===== config.mk =====
export PLATFORM = sky130hd
export DESIGN_NAME = sound_event_arbiter
export DESIGN_NICKNAME = d
export VERILOG_FILES = /design/src/rtl/audio_pkg.sv /design/src/rtl/priority_encoder.sv /design/src/rtl/sound_event_arbiter.sv
export SDC_FILE = /design/constraint.sdc
export NUM_CORES = 1
export LEC_CHECK = 0
export BUFFER_PORTS_ARGS = -buffer_cell sky130_fd_sc_hd__buf_2
export CAP_MARGIN = 10
export CORE_ASPECT_RATIO = 1.4
export CORE_UTILIZATION = 51
export DETAILED_ROUTE_END_ITERATION = 6
export PLACE_DENSITY = 0.77
export SKIP_CTS_REPAIR_TIMING = 1
export SLEW_MARGIN = 20
export SYNTH_ARGS = -nofsm -noshare
export SYNTH_HDL_FRONTEND = slang
export SYNTH_SLANG_ARGS = --single-unit

===== constraint.sdc =====
create_clock -name clk -period 3.67 [get_ports clk]
set_input_delay 0.1835 -clock clk [delete_from_list [all_inputs] [get_ports clk]]
set_output_delay 0.1835 -clock clk [all_outputs]
set_load 0.01 [all_outputs]

===== src/rtl/audio_pkg.sv =====
// Shared audio definitions: tone codes, channel indices, arbiter states and
// the per-channel code/duration tables used by sound_event_arbiter.
package audio_pkg;

  localparam int unsigned SND_NONE   = 0;
  localparam int unsigned SND_EDGE   = 3;
  localparam int unsigned SND_CRASH  = 4;
  localparam int unsigned SND_FINISH = 6;
  localparam int unsigned SND_BONUS  = 7;

  // Channel index doubles as priority: lower index wins.
  typedef enum logic [2:0] {
    CH_CRASH  = 3'd0,
    CH_EDGE   = 3'd1,
    CH_FINISH = 3'd2,
    CH_BONUS  = 3'd3,
    CH_SPARE4 = 3'd4,
    CH_SPARE5 = 3'd5,
    CH_SPARE6 = 3'd6,
    CH_SPARE7 = 3'd7
  } channel_e;

  typedef enum logic [1:0] {
    IDLE = 2'd0,
    PLAY = 2'd1,
    GAP  = 2'd2
  } state_e;

  // Tone code per channel; spare channels are silent.
  function automatic int unsigned tone_code(input int unsigned ch);
    if (ch == 32'(CH_CRASH))  return SND_CRASH;
    if (ch == 32'(CH_EDGE))   return SND_EDGE;
    if (ch == 32'(CH_FINISH)) return SND_FINISH;
    if (ch == 32'(CH_BONUS))  return SND_BONUS;
    return SND_NONE;
  endfunction

  // Duration in frames per channel; spare channels last one frame.
  function automatic int unsigned tone_duration(input int unsigned ch);
    if (ch == 32'(CH_CRASH))  return 3;
    if (ch == 32'(CH_EDGE))   return 3;
    if (ch == 32'(CH_FINISH)) return 4;
    if (ch == 32'(CH_BONUS))  return 5;
    return 1;
  endfunction

  // Fit a duration into a w-bit timer: 0 plays as 1, oversize saturates.
  function automatic int unsigned clamp_duration(input int unsigned d,
                                                 input int unsigned w);
    int unsigned lim;
    lim = (32'd1 << w) - 32'd1;
    if (d == 0)  return 1;
    if (d > lim) return lim;
    return d;
  endfunction

endpackage


===== src/rtl/priority_encoder.sv =====
// Lowest-index-first priority encoder.
//   req   : request vector
//   idx   : index of the lowest set bit (0 when none set)
//   valid : high when any request bit is set
module priority_encoder #(
  parameter int unsigned WIDTH = 8,
  parameter int unsigned IDX_W = $clog2(WIDTH)
) (
  input  logic [WIDTH-1:0] req,
  output logic [IDX_W-1:0] idx,
  output logic             valid
);

  // Scan from the top down so the last hit is the lowest index.
  always_comb begin
    idx   = '0;
    valid = 1'b0;
    for (int unsigned i = WIDTH; i > 0; i--) begin
      if (req[i-1]) begin
        idx   = IDX_W'(i - 1);
        valid = 1'b1;
      end
    end
  end

endmodule


===== src/rtl/sound_event_arbiter.sv =====
// Sound-effect arbiter: latches one-cycle event pulses into pending bits,
// plays the highest-priority channel's tone for its frame duration, with
// optional preemption, retrigger and a silent gap between sounds.
//   clk, reset   : clock, asynchronous active-high reset
//   frame_start  : one-cycle pulse per video frame (duration time base)
//   event_req    : per-channel request pulses, channel 0 highest priority
//   mute         : level; silences outputs, arbitration continues
//   enable_sound : high while a channel is audible
//   sound        : tone code, zero when silent
//   active_id    : playing channel, 0 when not playing
//   busy         : playing, in gap, or requests pending
module sound_event_arbiter #(
  parameter int unsigned NUM_EVENTS = 8,
  parameter int unsigned CODE_W     = 4,
  parameter int unsigned TIMER_W    = 6,
  parameter int unsigned GAP_FRAMES = 1,
  parameter bit          PREEMPT    = 1'b1,
  parameter bit          RETRIGGER  = 1'b1
) (
  input  logic                          clk,
  input  logic                          reset,
  input  logic                          frame_start,
  input  logic [NUM_EVENTS-1:0]         event_req,
  input  logic                          mute,
  output logic                          enable_sound,
  output logic [CODE_W-1:0]             sound,
  output logic [$clog2(NUM_EVENTS)-1:0] active_id,
  output logic                          busy
);

  import audio_pkg::*;

  localparam int unsigned        ID_W     = $clog2(NUM_EVENTS);
  localparam logic [TIMER_W-1:0] GAP_LOAD = TIMER_W'(GAP_FRAMES);

  state_e                  state_q, state_d;
  logic [NUM_EVENTS-1:0]   pending_q, pending_d;
  logic [TIMER_W-1:0]      timer_q, timer_d;
  logic [ID_W-1:0]         active_id_q, active_id_d;
  logic                    enable_q, enable_d;
  logic [CODE_W-1:0]       sound_q, sound_d;
  logic                    busy_q, busy_d;

  logic [ID_W-1:0]         win;
  logic                    win_valid;
  logic                    load;
  logic [NUM_EVENTS-1:0]   start_mask;

  logic [CODE_W-1:0]       code_tbl [NUM_EVENTS];
  logic [TIMER_W-1:0]      dur_tbl  [NUM_EVENTS];

  for (genvar g = 0; g < NUM_EVENTS; g++) begin : g_tbl
    assign code_tbl[g] = CODE_W'(tone_code(g));
    assign dur_tbl[g]  = TIMER_W'(clamp_duration(tone_duration(g), TIMER_W));
  end

  priority_encoder #(
    .WIDTH (NUM_EVENTS),
    .IDX_W (ID_W)
  ) u_win (
    .req   (pending_q),
    .idx   (win),
    .valid (win_valid)
  );

  always_ff @(posedge clk or posedge reset) begin
    if (reset) begin
      state_q     <= IDLE;
      pending_q   <= '0;
      timer_q     <= '0;
      active_id_q <= '0;
      enable_q    <= 1'b0;
      sound_q     <= '0;
      busy_q      <= 1'b0;
    end else begin
      state_q     <= state_d;
      pending_q   <= pending_d;
      timer_q     <= timer_d;
      active_id_q <= active_id_d;
      enable_q    <= enable_d;
      sound_q     <= sound_d;
      busy_q      <= busy_d;
    end
  end

  // Next state. A load (new channel starting) overrides any decrement or
  // retrigger computed earlier in the same cycle.
  always_comb begin
    state_d     = state_q;
    timer_d     = timer_q;
    active_id_d = active_id_q;
    load        = 1'b0;
    start_mask  = '0;

    unique case (state_q)
      IDLE: begin
        if (win_valid) load = 1'b1;
      end
      PLAY: begin
        if (PREEMPT && win_valid && (win < active_id_q)) begin
          load = 1'b1;
        end else if (RETRIGGER && event_req[active_id_q]) begin
          // Absorb the retrigger pulse so it does not replay the channel later.
          timer_d                 = dur_tbl[active_id_q];
          start_mask[active_id_q] = 1'b1;
        end else if (frame_start) begin
          if (timer_q <= TIMER_W'(1)) begin
            if (GAP_FRAMES != 0) begin
              state_d     = GAP;
              timer_d     = GAP_LOAD;
              active_id_d = '0;
            end else if (win_valid) begin
              load = 1'b1;
            end else begin
              state_d     = IDLE;
              timer_d     = '0;
              active_id_d = '0;
            end
          end else begin
            timer_d = timer_q - TIMER_W'(1);
          end
        end
      end
      GAP: begin
        if (frame_start) begin
          if (timer_q <= TIMER_W'(1)) begin
            state_d = IDLE;
            timer_d = '0;
          end else begin
            timer_d = timer_q - TIMER_W'(1);
          end
        end
      end
      default: begin
        state_d     = IDLE;
        timer_d     = '0;
        active_id_d = '0;
      end
    endcase

    if (load) begin
      state_d         = PLAY;
      active_id_d     = win;
      timer_d         = dur_tbl[win];
      start_mask[win] = 1'b1;
    end

    pending_d = (pending_q | event_req) & ~start_mask;
  end

  // Outputs are registered from next-state values so they track the state
  // change on the same edge.
  always_comb begin
    enable_d = (state_d == PLAY) && !mute;
    sound_d  = enable_d ? code_tbl[active_id_d] : '0;
    busy_d   = (state_d != IDLE) || (pending_d != '0);
  end

  assign enable_sound = enable_q;
  assign sound        = sound_q;
  assign active_id    = active_id_q;
  assign busy         = busy_q;

endmodule


Word level (Yosys, flattened, before mapping)
Memory sizes are Yosys's and may differ from the RTL's.
Cells that the tools add are included.
{"block": "totals", "ff_bits": 25, "latchBits": 0, "mem_bits_rw": 0, "romBits": 128, "in_bits": 12, "output_inout_bits": 9, "word_cells": 103, "mem_count": 3}
{"block": "classes", "addsub": 1, "n_mul": 0, "div": 0, "n_lt_le_gt_ge": 9, "eq_ne": 7, "shift": 0, "n_mux": 58, "bitwise": 7, "reduce_logical": 11}
{"name": "(no name shown)", "words": 8, "width": 6, "rd": 1, "rd_clocked_by_memory_dff": 0, "wr": 0, "line_no": "sound_event_arbiter.sv:144", "source": "timer_d = dur_tbl[win];"}
{"name": "(no name shown)", "words": 8, "width": 6, "rd": 1, "rd_clocked_by_memory_dff": 0, "wr": 0, "line_no": "sound_event_arbiter.sv:104", "source": "timer_d = dur_tbl[active_id_q];"}
{"name": "(no name shown)", "words": 8, "width": 4, "rd": 1, "rd_clocked_by_memory_dff": 0, "wr": 0, "line_no": "sound_event_arbiter.sv:155", "source": "sound_d = enable_d ? code_tbl[active_id_d] : '0;"}
{"op": "6-bit two-way mux", "n": 11}
{"op": "3-bit two-way mux", "n": 13}
{"op": "8-bit two-way mux", "n": 4}
{"op": "6-bit case mux with 3 select lines", "n": 1}
{"op": "8-bit bitwise OR", "n": 2}
{"op": "2-bit two-way mux", "n": 7}
{"op": "1-bit two-way mux", "n": 13}
{"op": "4-bit >= comparator (second input constant)", "n": 3}
{"op": "4-bit two-way mux", "n": 3}
{"op": "3-bit NOT with 4-bit output", "n": 3}
{"op": "8-bit bitwise AND", "n": 1}
{"op": "3-bit by 4-bit < comparator with 1-bit output (second input constant)", "n": 2}
{"op": "8-bit NOT", "n": 1}
{"op": "8-bit nonzero test", "n": 1}
{"op": "1-bit demux with 3-bit select", "n": 2}
{"op": "3-bit by 1-bit >= comparator with 1-bit output (second input constant)", "n": 2}
{"op": "6-bit by 1-bit less-or-equal comparator with 1-bit output (second input constant)", "n": 1}
{"op": "3-bit inequality test (second input constant)", "n": 2}
{"op": "2-bit case mux with 3 select lines", "n": 1}
{"op": "3-bit case mux with 2 select lines", "n": 1}
{"op": "6-bit by 1-bit subtractor with 6-bit output (second input constant)", "n": 1}
{"op": "2-bit by 1-bit equality test with 1-bit output (second input constant)", "n": 2}
{"op": "1-bit logical AND", "n": 4}
{"op": "4-bit inequality test (second input constant)", "n": 1}
{"op": "other kinds (11)", "n": 11}

Depth between registers and ports, before layout
Gate-level depths: netlist of the first run.
{"block": "depth", "ltp_word": 18, "depth_mapped": 12, "depth_no_buf": 12}

By module
From an unflattened synthesis of the first run, not the netlist that was laid out.
{"block": "unflattened", "cells_unflattened": 215, "hier_area_um2": 1783.0}
{"module": "sound_event_arbiter", "n_inst": 1, "cells_per_inst": 202, "area_per_inst_um2": 1702.9, "seq_area_each_um2": 600.6}
{"module": "priority_encoder", "n_inst": 1, "cells_per_inst": 13, "area_per_inst_um2": 80.1, "seq_area_each_um2": 0.0}

Worst setup path before layout of the first run
OpenSTA, ideal clock, no wires.
{"block": "synth_timing", "kind": "register -> register", "startpoint": "reg pending_q[0]", "endpoint": "reg busy_q (netlist: busy)", "setup_ns": 0.139, "arrival_time_ns": 2.770, "t_required_ns": 3.531, "path_slack_ns": 0.761, "stages_incl_launch_ff": 12, "path_buffers": 0, "period_less_slack_ns": 2.909, "path_cell_list": "dfrtp_1 > nor2_1 > nand2_1 > a21oi_1 > ha_1 > nand2b_1 > a21oi_1 > a41oi_2 > a31oi_1 > a21oi_1 > a211oi_1 > or4_1"}
{"block": "synth_via", "word_cells_on_any_way": 25, "cone_classes": "order compare (3); mux (13); bitwise (4); reduce/logical (5)"}
{"item": "from (decl)", "line_no": "sound_event_arbiter.sv:37", "source": "logic [NUM_EVENTS-1:0] pending_q, pending_d;"}
{"item": "from (signal assigned)", "line_no": "sound_event_arbiter.sv:77", "source": "pending_q <= pending_d;"}
{"item": "3-bit two-way mux", "line_no": "priority_encoder.sv:19", "source": "if (req[i-1]) begin"}
{"item": "3-bit < comparator", "line_no": "sound_event_arbiter.sv:100", "source": "if (PREEMPT && win_valid && (win < active_id_q)) begin"}
{"item": "1-bit logical AND", "line_no": "sound_event_arbiter.sv:100"}
{"item": "2-bit two-way mux or 1-bit two-way mux (tied branches)", "line_no": "sound_event_arbiter.sv:100"}
{"item": "2-bit case mux with 3 select lines or 1-bit case mux with 2 select lines (tied branches)", "line_no": "sound_event_arbiter.sv:95", "source": "unique case (state_q)"}
{"item": "2-bit two-way mux (*)", "line_no": "sound_event_arbiter.sv:141", "source": "if (load) begin"}
{"item": "named net state_d[1]", "line_no": "sound_event_arbiter.sv:36", "source": "state_e state_q, state_d;"}
{"item": "2-bit nonzero test (*)", "line_no": "sound_event_arbiter.sv:156", "source": "busy_d = (state_d != IDLE) || (pending_d != '0);"}
{"item": "1-bit logical OR (*)", "line_no": "sound_event_arbiter.sv:156"}
{"item": "named net busy_d", "line_no": "sound_event_arbiter.sv:42", "source": "logic busy_q, busy_d;"}
{"item": "to (signal assigned)", "line_no": "sound_event_arbiter.sv:82", "source": "busy_q <= busy_d;"}
{"item": "to (decl)", "line_no": "sound_event_arbiter.sv:42"}
The timed path passes the listed nets; every way through them passes the cells marked *.
A chain may end at the register's enable or synchronous reset.

Final worst setup path of the first run
{"block": "layout_timing", "startpoint": "reg pending_q[3]", "endpoint": "reg busy_q (netlist: busy)"}
{"block": "layout_via", "elab_chain_len": 14, "word_cells_on_any_way": 31, "cone_classes": "order compare (3); mux (19); bitwise (4); reduce/logical (5)"}
{"item": "3-bit two-way mux (4 in a row)", "line_no": "priority_encoder.sv:19"}
{"item": "3-bit by 4-bit < comparator with 1-bit output (implied by the code), or another cell as far along", "line_no": "sound_event_arbiter.sv:145", "source": "start_mask[win] = 1'b1;"}
{"item": "1-bit logical AND, on equally long branches", "line_no": "sound_event_arbiter.sv:145, sound_event_arbiter.sv:100"}
{"item": "1-bit two-way mux (implied by the code) or 8-bit two-way mux (tied branches)", "line_no": "sound_event_arbiter.sv:145, sound_event_arbiter.sv:100"}
{"item": "1-bit demux with 3-bit select or 8-bit two-way mux (tied branches)", "line_no": "sound_event_arbiter.sv:145, sound_event_arbiter.sv:95"}
{"item": "8-bit bitwise OR (no source line)"}
{"item": "8-bit two-way mux", "line_no": "sound_event_arbiter.sv:141"}
{"item": "8-bit NOT", "line_no": "sound_event_arbiter.sv:148", "source": "pending_d = (pending_q | event_req) & ~start_mask;"}
{"item": "8-bit bitwise AND", "line_no": "sound_event_arbiter.sv:148"}
{"item": "8-bit nonzero test", "line_no": "sound_event_arbiter.sv:156"}
{"item": "1-bit logical OR (*)", "line_no": "sound_event_arbiter.sv:156"}
{"item": "named net busy_d", "line_no": "sound_event_arbiter.sv:42"}
Marked as above.

==> out/qor.yml, run 1 <==
ys_top_cells_by_count: "24 x dfrtp_1, 22 x nor2_1, 19 x a21oi_1, 19 x inv_1, 15 x o21ai_0"
async_flop_share: 1.000
rr_endpoint: "busy$_DFF_PP0_"
min_from: "mute"
clk_path_buf_depth: 2
portBuffers: 19
synthCells: 214
internal-power_mw: 0.8909
ys_top_cells_by_area: "dfrtp_1 33%, a21oi_1 5.3%, ha_1 4.9%"
holdPathStages: 2
r2r_cells: 11
synth.distinct_cells: 57
synth_largest_area_cell: "dfrtp_1"
grt_pass1_vias: 1756
cts_num_sinks: 24
hold_violations: 0
finClkSkew_ns: 0.007118
share_comb_of_total_power: 0.606
crit_required_ns: 3.82
placement_rows: 25
synth_top_cell_area_share: 0.3329
swShare: 0.4845
setup_ws_ns: 0.4344
yosysSeqAreaShare: 0.3329
critPathLaunch: "pending_q[3]$_DFF_PP0_"
grt_usage: 0.3114
initial_core_util: 0.5341
slew_viol_final: 0
setup_viol: 0
vdd_drop_max_uv: 407.8
drt-total-wl_um: 5272
layoutNonFillerInstCount: 276
routabilityCongestion: 0.9833
ioPinCount: 21
nNetsFinal: 256
grt_pass1_wl_um: 8569
p_switching_mw: 0.8372
power.density_mw_per_mm2: 856.8
finalPower_mw: 1.728
numCtsBuffers: 3
antenna_found_initial: 0
area_delta_synth_final_pct: 11.79
seqPwrFrac: 0.254
vias: 1792
postSynthAreaPerCell_um2: 8.431
wl_per_cell_um: 19.10
syn_area_mm2: 0.001804
cts_root_buf: "clkbuf_8"
layout-drive-gt1-share: 0.1568
vias_per_cell: 6.493
synth_edf_count: 0
worstSetupStartpointType: "flop"
clkPwrFrac: 0.140
period_needed_ns: 3.236
die_area_mm2: 0.003783
p_leak_nw: 0.8403
synth-seq-cells: 24
design.core.area_mm2: 0.003378
cts.clk_slew.worst_paths_ns: 0.10
outcome: "completed"
dieWidth_um: 52.27
slew_headroom: 0.3487
die_y_um: 72.38
synthFlopType: "dfrtp_1"
worst-path-max-fanout: 6
tightest_slew_ns: 0.9758
whs_endpoint: "enable_sound$_DFF_PP0_"
synth_nets: 233
gr-total-overflow: 0
dr.pass1.iters: 4
dp_hpwl_um: 4052
reg2reg_slack_ns: 0.43
fin_crit_sh: 0.8816
fin_tns_setup_ns: 0
r2r-start: "pending_q[3]$_DFF_PP0_"
synth.most_common_cell: "dfrtp_1"
rsz0062_at_grt: "false"
cp.arrival_ns: 3.39
fmax_ghz: 0.3091
hold_class: "in -> reg"
clock_latency_ns: 0.28
place_ws_ns: 0.5332
grt_max_degree: 25
drt_iter0_drc: 89
utilization: 0.5970
drv_cap: 0
end_kind: "flop"
h-tree-depth: 1
dpl.cell_count: 272
n_antenna_cell: 0
cts_tree: "built"
drc: 0
ys_warn_count: 0
crit_type: "reg -> reg"
antenna_left: 0
==> flip-flops by register name, indices dropped and copies added (netlist names) <==
register and flops:
pending_q 8, timer_q 6, active_id 3, sound 3
state_q 2, busy 1, enable_sound 1
==> cells by family after synthesis <==
kind of cell               after synthesis  synth area share
AOI/OAI and AO/OA                       78            0.3051
adders and majority gates                7           0.04854
buffers and inverters                   23           0.05410
other                                    1          0.002078
DFF                                     24            0.3329
muxes                                    6           0.04091
and+or+nand+nor                         75            0.2164
==> metrics by stage <==
step | hold WS [ns] | cell area [um^2]
after floorplan | 0.1981 | 1804
after global placement | 0.3688 | 1946
after detailed placement | 0.3711 | 1946
after CTS | 0.08185 | 2017
after global routing | 0.07723 | 2017
final | 0.07930 | 2017
==> layer usage <==
layer  part of all wire  routed length [um]  GRT usage  up-vias
li1                   -                   -          -      841
met4              0.045                 236     0.1608        0
met3              0.046                 245    0.04403       19
met1               0.40                2118     0.3620      852
met5                  0                   0          0        -
met2               0.51                2671     0.5413       80
==> how the worst max path moves through the flow <==
stage / to / depth (start not counted)
finish: busy$_DFF_PP0_ / 11
global route: busy$_DFF_PP0_ / 11
CTS: busy$_DFF_PP0_ / 11
detailed placement: busy$_DFF_PP0_ / 11
global placement: busy$_DFF_PP0_ / 11
floorplan: busy$_DFF_PP0_ / 11
==> cell type report <==
cell class              instances  area, um^2
multi-input cells             167        1106
fillers                       306        1361
flip-flops and latches         24       600.6
inverters                      19       71.32
well taps                      40       50.05
clock inverters                 1       30.03
repair buffers                 22       117.6
clock buffers                   3       41.29
==> critical path, stage by stage, from the launching register on <==
cell and delay, ns:
dfrtp_1 0.41, nor2_1 0.34, nand2_1 0.16, a21oi_1 0.19, ha_1 0.31, nand2b_1 0.10
a21oi_1 0.07, a41oi_2 0.26, a31oi_1 0.17, o221ai_1 0.43, o2111ai_1 0.17, or4_1 0.51
==> placed cells by master (no fill, tap or decap), drive strengths merged, types with 4 or more instances in the layout <==
cell	count
a21oi	19
a211oi	5
inv	19
nand2	10
nor2	22
a31oi	4
nand2b	5
or2	4
o21ai	16
nor3	8
and2	4
ha	7
nand3b	5
nand3	5
o21a	4
buf	22
mux2i	4
dfrtp	24
==> power by group through the flow <==
stage | registers [mW] | clock network (mW) | logic (mW)
floorplan | 0.414 | 0 | 0.773
global route | 0.453 | 0.254 | 1.16
detailed placement | 0.441 | 0 | 1.03
finish | 0.438 | 0.242 | 1.05
CTS | 0.436 | 0.239 | 1.04
global placement | 0.440 | 0 | 1.04
Note: power is estimated with default switching activity, not from simulation.
==> inputs of run 2 (changes only) <==
CELL_PAD_IN_SITES_DETAIL_PLACEMENT = 1   (was not set)
CELL_PAD_IN_SITES_GLOBAL_PLACEMENT = 1   (was not set)
CORE_UTILIZATION = 44   (was 51)
PLACE_DENSITY = 0.86   (was 0.77)
==> run 2 against run 1 <==
Net effect: the flow now finishes with violations (negative hold slack); largest power group unchanged; via count up 3.2%; first-iteration DRC count shrank 29%; total power is 2.2% higher; sequential cell count did not move; count of clock-buffer cells in the layout did not move; utilization down 7.9 points; final area increased by 0.56%; sequential share of layout area down 0.17 points; clock power about the same; clock skew rose by 0.0037 ns; fmax up 0.32%; routed wire length increased by 10%.
==> out/qor.yml, run 2 (synthesis results as in run 1) <==
outcome: "complete, but fails checks"
cts_root_buf: "clkbuf_8"
fmax_ghz: 0.3100
n_fill_cell: 502
internal-power_mw: 0.9090
initial_core_util: 0.4604
tightest_slew_ns: 0.9634
share_comb_of_total_power: 0.616
clkPwrFrac: 0.136
cts_tree: "built"
placed_area_mm2: 0.001957
cts.clk_slew.worst_paths_ns: 0.10
slew_headroom: 0.3538
dieWidth_um: 56.12
fin_area_mm2: 0.002028
crit_required_ns: 3.83
wl_per_cell_um: 20.70
vdd_drop_max_uv: 435.2
r2r-start: "pending_q[3]$_DFF_PP0_"
dp_hpwl_um: 4646
clk_path_buf_depth: 2
worst-path-max-fanout: 6
p_leak_nw: 0.8414
layout-drive-gt1-share: 0.1603
fin_tns_setup_ns: 0
cts_num_sinks: 24
fin_crit_sh: 0.8788
finClkSkew_ns: 0.01079
layout_commonest_cell: "dfrtp_1"
rsz0062_at_grt: "false"
ioPinCount: 21
grt_max_degree: 25
clock_latency_ns: 0.28
power.density_mw_per_mm2: 870.9
swShare: 0.4853
vias_per_cell: 6.604
grt_usage: 0.2771
final_cell_mix: "24 x dfrtp_1, 22 x nor2_1, 19 x a21oi_1, 19 x buf_2, 18 x inv_1"
end_kind: "flop"
critPathLaunch: "pending_q[3]$_DFF_PP0_"
r2r_cells: 11
gr-total-overflow: 0
design.core.area_mm2: 0.003919
drc: 0
crit_type: "reg -> reg"
hold_violations: 14
numCtsBuffers: 3
area_delta_synth_final_pct: 12.41
placement_rows: 27
worstSetupStartpointType: "flop"
grt_pass1_wl_um: 9301
antenna_found_initial: 0
crit_end: "busy$_DFF_PP0_"
routabilityCongestion: 0.9441
cp.arrival_ns: 3.39
dr.pass1.iters: 4
drt_iter0_drc: 63
p_switching_mw: 0.8572
reg2reg_slack_ns: 0.44
antenna_left: 0
n_antenna_cell: 0
vias: 1849
die_area_mm2: 0.004364
portBuffers: 19
slew_viol_final: 0
drt-total-wl_um: 5797
seqPwrFrac: 0.248
rr_endpoint: "busy$_DFF_PP0_"
regArea_um2: 600.6
nNetsFinal: 257
registers.top_by_ff_count: "pending_q"
h-tree-depth: 1
setup_viol: 0
drv_cap: 0
period_needed_ns: 3.225
grt_pass1_vias: 1874
hold_class: "in -> async"
whs_ns: -0.01174
die_y_um: 77.77
violations: "negative hold slack"
largestRegisters: "pending_q: 8 flops, timer_q: 6 flops"
largest_register_ffs: 8
multi_input_area_mm2: 0.001106
run 2: cell types whose count changed in the layout (fill, tap and decap cells not counted):
cell and delta:
clkinv_1 +1, inv_1 -1, buf_4 +1
run 2: critical path, stage by stage, from the launching register on:
cell	delay, ns
dfrtp_1	0.41
nor2_1	0.32
nand2_1	0.16
a21oi_1	0.20
ha_1	0.31
nand2b_1	0.10
a21oi_1	0.08
a41oi_2	0.26
a31oi_1	0.17
o41ai_1	0.49
o2111ai_1	0.20
or4_1	0.41
run 2: worst min-delay path by stage:
| stage | from | slack (ns) | endpoint | depth (start not counted) |
|---|---|---|---|---|
| 3_5_place_dp | mute | 0.38 | enable_sound$_DFF_PP0_ | 2 |
| 4_1_cts | mute | 0.08 | enable_sound$_DFF_PP0_ | 2 |
| 2_1_floorplan | reset | 0.20 | active_id[0]$_DFF_PP0_ | 1 |
| 5_1_grt | reset | 0.04 | sound[0]$_DFF_PP0_ | 2 |
| 6_report | reset | -0.01 | active_id[0]$_DFF_PP0_ | 2 |
| 3_3_place_gp | mute | 0.37 | enable_sound$_DFF_PP0_ | 2 |
run 2: metrics by stage:
| stage | setup WS [ns] | instances | total power [mW] | util | hold slack (ns) |
|---|---|---|---|---|---|
| floorplan | 0.7610 | 214 | 1.188 | - | 0.1981 |
| global placement | 0.6942 | 276 | 1.505 | 0.4994 | 0.3681 |
| detailed placement | 0.4890 | 276 | 1.523 | 0.4994 | 0.3790 |
| CTS | 0.4805 | 280 | 1.767 | 0.5176 | 0.07951 |
| global route | 0.2242 | 280 | 1.913 | 0.5176 | 0.04146 |
| finish | 0.4446 | 280 | 1.766 | 0.5176 | -0.01174 |
run 2: power by group through the flow:
stage,Sequential (mW),Clock (mW),Combinational (mW)
after detailed placement,0.444,0,1.08
after CTS,0.437,0.245,1.08
after global placement,0.437,0,1.07
after floorplan,0.414,0,0.773
final,0.439,0.240,1.09
after global routing,0.454,0.249,1.21
run 2: final cells by class:
class	instances	area share
Multi-Input combinational cell	167	0.5453
Tap cell	43	0.02653
Sequential cell	24	0.2961
Clock inverter	1	0.01481
Clock buffer	3	0.02036
Timing Repair Buffer	23	0.06169
Inverter	19	0.03516
run 2: per-layer routing:
layer | vias up | share of wire | GRT usage
met5 | - | 0 | 0
met4 | 0 | 0.058 | 0.1561
met3 | 28 | 0.045 | 0.03167
met2 | 66 | 0.52 | 0.5107
met1 | 905 | 0.38 | 0.3003
li1 | 850 | - | -
==> inputs of run 3 (changes only) <==
CORE_UTILIZATION = 45   (was 44)
CTS_BUF_LIST = sky130_fd_sc_hd__clkbuf_2 sky130_fd_sc_hd__clkbuf_4 sky130_fd_sc_hd__clkbuf_8   (was not set)
CTS_CLUSTER_DIAMETER = 40   (was not set)
GPL_TIMING_DRIVEN = 0   (was not set)
PLACE_DENSITY = 0.87   (was 0.86)
==> run 3 against run 2 <==
Net effect: the flow now finishes without violations; global-route usage is 1.0 points higher; total power is 1.3% higher; sequential power is 3% lower; critical path depth stayed put; routed wire length is 2.2% higher; critical path type unchanged; critical endpoint unchanged; largest cell class unchanged; highest routed layer unchanged.
==> out/qor.yml, run 3 (synthesis results as in run 1) <==
grtUsageMet1: 0.3201
initial_core_util: 0.4823
drv_cap: 0
finClkSkew_ns: 0.009027
worstSetupStartpointType: "flop"
portBuffers: 19
fmax_ghz: 0.2803
hold_violations: 0
seqPwrFrac: 0.238
reg2reg_slack_ns: 0.10
numCtsBuffers: 3
registers.top_by_ff_count: "pending_q"
p_switching_mw: 0.8919
path_cells: "nor2_2 -> nand2_1 -> a21oi_1 -> ha_1 -> nand2b_1 -> a21oi_1 -> a41oi_2 -> a31oi_1 -> o221ai_1 -> o2111ai_1 -> or4_1"
nNetsFinal: 257
wl_per_cell_um: 21.23
largest_register_ffs: 8
grt_pass1_vias: 1928
crit_end: "busy$_DFF_PP0_"
met2_usage: 0.5494
rr_endpoint: "busy$_DFF_PP0_"
placement_rows: 26
crit_slowest_cell: "or4_1"
fin_crit_sh: 0.9721
layoutNonFillerInstCount: 279
largestRegisters: "pending_q: 8 flops, timer_q: 6 flops"
cp.arrival_ns: 3.73
dieWidth_um: 55.52
grt_max_degree: 25
crit_path_max_incr_delay_ns: 0.52
globalRouteMet3Util: 0.02698
setup_ws_ns: 0.1025
dpl.cell_count: 275
n_fill_cell: 475
crit_top_cell: "a21oi_1"
design.core.area_mm2: 0.003741
clkPwrFrac: 0.137
layout_commonest_cell: "dfrtp_1"
period_needed_ns: 3.568
h-tree-depth: 1
end_kind: "flop"
slew_headroom: 0.3541
hold_class: "in -> reg"
critPathLaunch: "pending_q[3]$_DFF_PP0_"
cts_num_sinks: 24
clk_path_buf_depth: 2
r2r_cells: 11
antenna_left: 0
grt_pass1_wl_um: 9591
tightest_slew_ns: 0.9679
r2r-start: "pending_q[3]$_DFF_PP0_"
vias_per_cell: 6.541
final_cell_mix: "24 x dfrtp_1, 19 x inv_1, 19 x nor2_1, 19 x buf_2, 18 x a21oi_1"
area_delta_synth_final_pct: 13.87
vias: 1825
gr-max-usage-layer: "met2"
dp_hpwl_um: 4525
vdd_drop_max_uv: 408.7
gr-total-overflow: 0
swShare: 0.4986
crit_buf_inv: 0
critPathTopFamily: "compound AO/OA/AOI/OAI gates"
worst-path-stages: 11
cts.clk_slew.worst_paths_ns: 0.10
outcome: "completed"
power.density_mw_per_mm2: 870.6
n_antenna_cell: 0
antenna_found_initial: 0
crit_type: "reg -> reg"
fin_area_mm2: 0.002054
p_leak_nw: 0.8464
internal-power_mw: 0.8969
placed_area_mm2: 0.001952
routabilityCongestion: 0.8900
grt_usage: 0.2875
drt_iter0_drc: 59
drt-total-wl_um: 5922
layout-drive-gt1-share: 0.1730
clock_latency_ns: 0.28
fin_tns_setup_ns: 0
dr.pass1.iters: 4
crit_required_ns: 3.83
cts_root_buf: "clkbuf_8"
place_ws_ns: -0.3638
ioPinCount: 21
die_area_mm2: 0.004270
share_comb_of_total_power: 0.625
worst-path-max-fanout: 6
drc: 0
die_y_um: 76.92
cts_tree: "built"
utilization: 0.5492
setup_viol: 0
slew_viol_final: 0
-- run 3: layer usage --
metal | up-vias | part of all wire
li1 | 847 | -
met1 | 916 | 0.40
met2 | 43 | 0.54
met3 | 19 | 0.025
met4 | 0 | 0.031
met5 | - | 0
-- run 3: stage by stage --
stage	hold slack (ns)	power [mW]
floorplan	0.1981	1.188
global placement	0.3718	1.462
detailed placement	0.3737	1.505
CTS	0.07657	1.748
global route	0.08131	1.922
finish	0.07047	1.789
-- run 3: worst min-delay path by stage --
stage / from / endpoint / slack, ns / cells past startpoint
after floorplan: reset / active_id[0]$_DFF_PP0_ / 0.20 / 1
after global placement: mute / enable_sound$_DFF_PP0_ / 0.37 / 2
after detailed placement: mute / enable_sound$_DFF_PP0_ / 0.37 / 2
after CTS: mute / enable_sound$_DFF_PP0_ / 0.08 / 2
after global routing: mute / enable_sound$_DFF_PP0_ / 0.08 / 2
final: mute / enable_sound$_DFF_PP0_ / 0.07 / 2
-- run 3: final cells by class --
class	count	area (um^2)	share of cell area
Buffer	4	26.28	0.01279
Tap cell	42	52.55	0.02558
Clock inverter	1	30.03	0.01462
Clock buffer	3	41.29	0.02010
Inverter	19	71.32	0.03471
Multi-Input combinational cell	167	1137	0.5536
Timing Repair Buffer	19	95.09	0.04629
Sequential cell	24	600.6	0.2923
-- run 3: power by group through the flow --
stage | Combinational (mW) | Clock (mW) | Sequential (mW)
2_1_floorplan | 0.773 | 0 | 0.414
3_3_place_gp | 1.04 | 0 | 0.419
3_5_place_dp | 1.08 | 0 | 0.422
4_1_cts | 1.09 | 0.242 | 0.417
5_1_grt | 1.23 | 0.252 | 0.436
6_report | 1.12 | 0.245 | 0.426
